**config.mk**
```make
export PLATFORM = sky130hd
export DESIGN_NAME = mem_arbiter
export DESIGN_NICKNAME = d
export VERILOG_FILES = /design/src/rtl/mem_arb_pkg.sv /design/src/rtl/mem_arb_counter.sv /design/src/rtl/mem_arbiter.sv
export SDC_FILE = /design/constraint.sdc
export NUM_CORES = 1
export LEC_CHECK = 0
export ABC_CLOCK_PERIOD_IN_PS = 3850
export CAP_MARGIN = 20
export CORE_UTILIZATION = 42
export CTS_CLUSTER_SIZE = 16
export DETAILED_ROUTE_END_ITERATION = 12
export PLACE_DENSITY_LB_ADDON = 0.2
export SLEW_MARGIN = 40
export SYNTH_ARGS = -nofsm -noshare
export SYNTH_HDL_FRONTEND = slang
export SYNTH_SLANG_ARGS = --single-unit
export TNS_END_PERCENT = 100
```
**constraint.sdc**
```tcl
create_clock -name clk -period 3.85 [get_ports clk]
set_input_delay 0.5775 -clock clk [delete_from_list [all_inputs] [get_ports clk]]
set_output_delay 0.5775 -clock clk [all_outputs]
set_load 0.01 [all_outputs]
```
**src/rtl/mem_arb_pkg.sv**
```systemverilog
// Shared types and constants for the I/D main-memory arbiter.
package mem_arb_pkg;

  typedef enum logic [1:0] {
    IDLE   = 2'd0,
    I_BUSY = 2'd1,
    D_BUSY = 2'd2
  } arb_state_t;

  localparam logic REQ_I = 1'b0;
  localparam logic REQ_D = 1'b1;

  localparam int WR_CYCLES_DEFAULT = 4;

  // Width needed to hold a count of n-1, never narrower than one bit.
  function automatic int cnt_width(input int n);
    return (n < 2) ? 1 : $clog2(n);
  endfunction

endpackage

```
**src/rtl/mem_arb_counter.sv**
```systemverilog
// Loadable down-counter with a zero flag; sets how long a write occupies memory.
module mem_arb_counter #(
  parameter int W = 2
) (
  input  logic         clk,
  input  logic         rst,
  input  logic         load,
  input  logic [W-1:0] load_value,
  input  logic         dec,
  output logic         zero
);

  logic [W-1:0] count_reg;

  always_ff @(posedge clk) begin
    if (rst) begin
      count_reg <= '0;
    end else if (load) begin
      count_reg <= load_value;
    end else if (dec && (count_reg != '0)) begin
      count_reg <= count_reg - 1'b1;
    end
  end

  assign zero = (count_reg == '0);

endmodule

```
**src/rtl/mem_arbiter.sv**
```systemverilog
// Single-transaction arbiter sharing main memory between the I-fetch and D-miss paths.
// ARB_RR_EN selects round-robin tie-breaking; otherwise the D-port has fixed priority.
module mem_arbiter
  import mem_arb_pkg::*;
#(
  parameter int WR_CYCLES = WR_CYCLES_DEFAULT,
  parameter int ADDR_W    = 16,
  parameter int DATA_W    = 16
) (
  input  logic              clk,
  input  logic              rst,
  input  logic              i_req,
  input  logic [ADDR_W-1:0] i_addr,
  output logic              i_ack,
  output logic              i_stall,
  input  logic              d_req,
  input  logic              d_wr,
  input  logic [ADDR_W-1:0] d_addr,
  input  logic [DATA_W-1:0] d_wdata,
  output logic              d_ack,
  output logic              d_stall,
  output logic [DATA_W-1:0] rdata,
  output logic              mem_en,
  output logic              mem_wr,
  output logic [ADDR_W-1:0] mem_addr,
  output logic [DATA_W-1:0] mem_wdata,
  input  logic [DATA_W-1:0] mem_rdata,
  input  logic              mem_valid
);

  localparam int            CW      = cnt_width(WR_CYCLES);
  localparam logic [CW-1:0] WR_LOAD = CW'(WR_CYCLES - 1);

  arb_state_t        state_reg, state_next;
  logic [ADDR_W-1:0] addr_reg;
  logic [DATA_W-1:0] wdata_reg;
  logic [DATA_W-1:0] rdata_reg;
  logic              wr_reg;
  logic              en_reg;
  logic              i_ack_reg;
  logic              d_ack_reg;

  logic i_elig, d_elig;
  logic pick_i, pick_d, grant;
  logic rd_done, wr_done, done;
  logic cnt_load, cnt_dec, cnt_zero;

  // The port being acked still shows req this cycle; it must not be regranted.
  assign i_elig = i_req && !i_ack_reg;
  assign d_elig = d_req && !d_ack_reg;

`ifdef ARB_RR_EN
  logic ptr_reg;

  assign pick_d = d_elig && (!i_elig || (ptr_reg == REQ_D));

  always_ff @(posedge clk) begin
    if (rst) begin
      ptr_reg <= REQ_D;
    end else if (done) begin
      ptr_reg <= ~ptr_reg;
    end
  end
`else
  assign pick_d = d_elig;
`endif

  assign pick_i = i_elig && !pick_d;
  assign grant  = (state_reg == IDLE) && (pick_i || pick_d);
  assign done   = rd_done || wr_done;

  always_comb begin
    state_next = state_reg;
    cnt_load   = 1'b0;
    cnt_dec    = 1'b0;
    rd_done    = 1'b0;
    wr_done    = 1'b0;
    case (state_reg)
      IDLE: begin
        if (pick_d) begin
          state_next = D_BUSY;
          cnt_load   = d_wr;
        end else if (pick_i) begin
          state_next = I_BUSY;
        end
      end
      I_BUSY: begin
        if (mem_valid) begin
          rd_done    = 1'b1;
          state_next = IDLE;
        end
      end
      D_BUSY: begin
        // Writes complete on occupancy alone; mem_valid is meaningless there.
        if (wr_reg) begin
          if (cnt_zero) begin
            wr_done    = 1'b1;
            state_next = IDLE;
          end else begin
            cnt_dec = 1'b1;
          end
        end else if (mem_valid) begin
          rd_done    = 1'b1;
          state_next = IDLE;
        end
      end
      default: state_next = IDLE;
    endcase
  end

  always_ff @(posedge clk) begin
    if (rst) begin
      state_reg <= IDLE;
      addr_reg  <= '0;
      wdata_reg <= '0;
      rdata_reg <= '0;
      wr_reg    <= 1'b0;
      en_reg    <= 1'b0;
      i_ack_reg <= 1'b0;
      d_ack_reg <= 1'b0;
    end else begin
      state_reg <= state_next;
      i_ack_reg <= (state_reg == I_BUSY) && done;
      d_ack_reg <= (state_reg == D_BUSY) && done;
      if (rd_done) begin
        rdata_reg <= mem_rdata;
      end
      if (grant) begin
        en_reg    <= 1'b1;
        wr_reg    <= pick_d && d_wr;
        addr_reg  <= pick_d ? d_addr : i_addr;
        wdata_reg <= pick_d ? d_wdata : '0;
      end else if (done) begin
        en_reg <= 1'b0;
        wr_reg <= 1'b0;
      end
    end
  end

  mem_arb_counter #(
    .W(CW)
  ) u_wr_counter (
    .clk        (clk),
    .rst        (rst),
    .load       (cnt_load),
    .load_value (WR_LOAD),
    .dec        (cnt_dec),
    .zero       (cnt_zero)
  );

  assign i_ack     = i_ack_reg;
  assign d_ack     = d_ack_reg;
  assign i_stall   = i_req && !i_ack_reg;
  assign d_stall   = d_req && !d_ack_reg;
  assign rdata     = rdata_reg;
  assign mem_en    = en_reg;
  assign mem_wr    = wr_reg;
  assign mem_addr  = addr_reg;
  assign mem_wdata = wdata_reg;

endmodule

```
==> results.yml <==
clock_tree:
  hold_buffers: 0
  postCtsResizedCells: 0
  cts_tree: "yes"
  clk_path_buf_depth: 2
  clock_latency_ns: 0.30
  cts.sinks: 56
  post_cts_buffers: 0
  cts_made_buffers: 5
  cts-root-buf: "clkbuf_8"
  clk_pin_slew_worst_paths_ns: 0.09
  htree_levels: 2
power:
  vdd_drop_max_mv: 0.1905
  p_leak_nw: 1.512
  power_mw: 1.327
  powerDensity_nw_per_um2: 365.6
critical_path:
  required_ns: 3.27
  path_class: "input pin to output port"
  path_max_fanout: 23
  startpoint: "d_req"
  worstSetupEndpointType: "output port"
  cp-start-kind: "input pin"
  timing.rr.start: "state_reg[0]"
  cp.arrival_ns: 2.09
cells_and_area:
  layoutNonFillerInstCount: 416
  area_delta_synth_final_pct: 54.56
  antennaDiodeCount: 0
  layout.nets: 422
  final_area_um2: 3630
  layout-drive-gt1-share: 0.05202
grt:
  overflow: 0
  grt_first_pass_wirelength_um: 9059
  grt_pass1_vias: 2013
  antenna_found_initial: 0
  grt_max_degree: 57
  grt.total_usage: 0.1908
sta:
  finalClockSkew_ns: 0.007979
  maxSlewHeadroom: 0.5729
  hold_violations: 0
  fmax_ghz: 0.3751
  rsz0062_at_grt: "no"
  final_max_slew_viol_count: 0
  period_needed_ns: 2.666
  timing.hold.ws_ns: 0.4707
  final.period_utilization: 0.6924
  worst_pin_slew_ns: 0.6406
  setup_viol: 0
  finalSetupTns_ns: 0
flow_run:
  drv_cap: 0
die:
  rows: 26
  core-area_um2: 5238
  initial_core_util: 0.4484
  die_x_um: 76.78
  chipHeight_um: 76.78
  io_pins: 124
  die_area_um2: 5894
detailed_routing:
  drc_errors: 0
  vias: 2026
  ant_nets: 0
  viasPerCell: 4.870
  drt-initial-drc-count: 75
  dr.pass1.iters: 4
  routed_wl_um: 5132
  wl_per_cell_um: 12.34
synth:
  ys_warn_count: 0
  ys_ff_latch: 56
  ys.flop_type: "dfxtp_1"
  synth_fp_nets: 307
  synth_common_cells: "56 x dfxtp_1, 51 x nor2_1, 32 x mux2i_1"
  netlist_instances: 230
  synth_top_area_frac: 0.4774
  ys_types: 33
  yosysSeqAreaShare: 0.4774
  synth_top_area_cell: "dfxtp_1"
  yosys-top-cells-area: "dfxtp_1 48%, mux2i_1 14%, nor2_1 8.2%"
  async_reset_ff_frac: 0
  synth_edf_count: 0
  synth.most_common_cell: "dfxtp_1"
  synthesis.area_um2: 2349
  avgSynthCellArea_um2: 10.21
place:
  dp_hpwl_um: 3746
  gp_congestion: 0.7369
  dpl_cell_area_um2: 3536
  dp_cells: 408
  portBuffers: 123
min_path:
  hold_path.class: "register to register"
  hp-start: "mem_en"
outcome:
  status: "finished clean"
report_power, final:
group	switching, mW	internal (mW)	leakage (nW)
combinational	0.148	0.200	1.01
sequential	0.0265	0.627	0.459
clock	0.178	0.146	0.0445
worst paths after layout:
path | to | slack [ns] | cells after the start
worst min-delay path | mem_en | 0.47 | 2
worst min register to register | mem_en | 0.47 | 2
worst max register to register | rdata[5] | 1.99 | 7
worst max-delay path | d_stall | 1.18 | 4
kinds of logic after synthesis:
family | count (synthesis) | share of synthesized area
AOI/OAI and AO/OA | 45 | 0.1497
xor gates and xnor gates | 1 | 0.003730
adders and majority gates | 7 | 0.03729
buffers and inverters | 23 | 0.07085
DFF | 56 | 0.4774
muxes | 32 | 0.1364
and+or+nand+nor | 66 | 0.1247
critical path, cell delays in order:
cell and delay, ns:
clkdlybuf4s50_1 0.45, nor2b_4 0.12, buf_4 0.32, clkdlybuf4s50_1 0.61
metal layers:
layer	up-vias	track usage	wire length (µm)
met2	80	0.3161	2361
met5	-	0	0
met3	5	0.08095	504
met1	911	0.2220	2223
li1	1030	-	-
met4	0	0.05769	42
cells in the final DEF, fill, tap and decap left out, types with 2 or more instances in the layout:
cell type          n
a21oi_1            5
dfxtp_1           56
nor2b_2            2
nand2_1            2
and2_1             2
a211oi_1          15
ha_1               7
clkbuf_8           6
clkdlybuf4s50_1  122
nor2_1            51
a22o_1             2
nor3b_1            2
inv_1              6
buf_4              3
mux2i_1           32
a22oi_1           16
nand3_1            2
area by class of cell:
type	instances	area, µm²
Fill cell	440	1608
Timing Repair Buffer	125	1244
Sequential cell	56	1121
Multi-Input combinational cell	151	1061
Tap cell	70	87.58
Clock buffer	7	86.33
Inverter	6	22.52
Clock inverter	1	7.507
stage by stage:
step                  util  setup slack [ns]
finish              0.6930             1.184
global route        0.6930             1.102
CTS                 0.6930             1.172
detailed placement  0.6751             1.179
global placement    0.6746             1.189
floorplan                -             2.186
No activity file was read; power rests on OpenSTA's default activity.
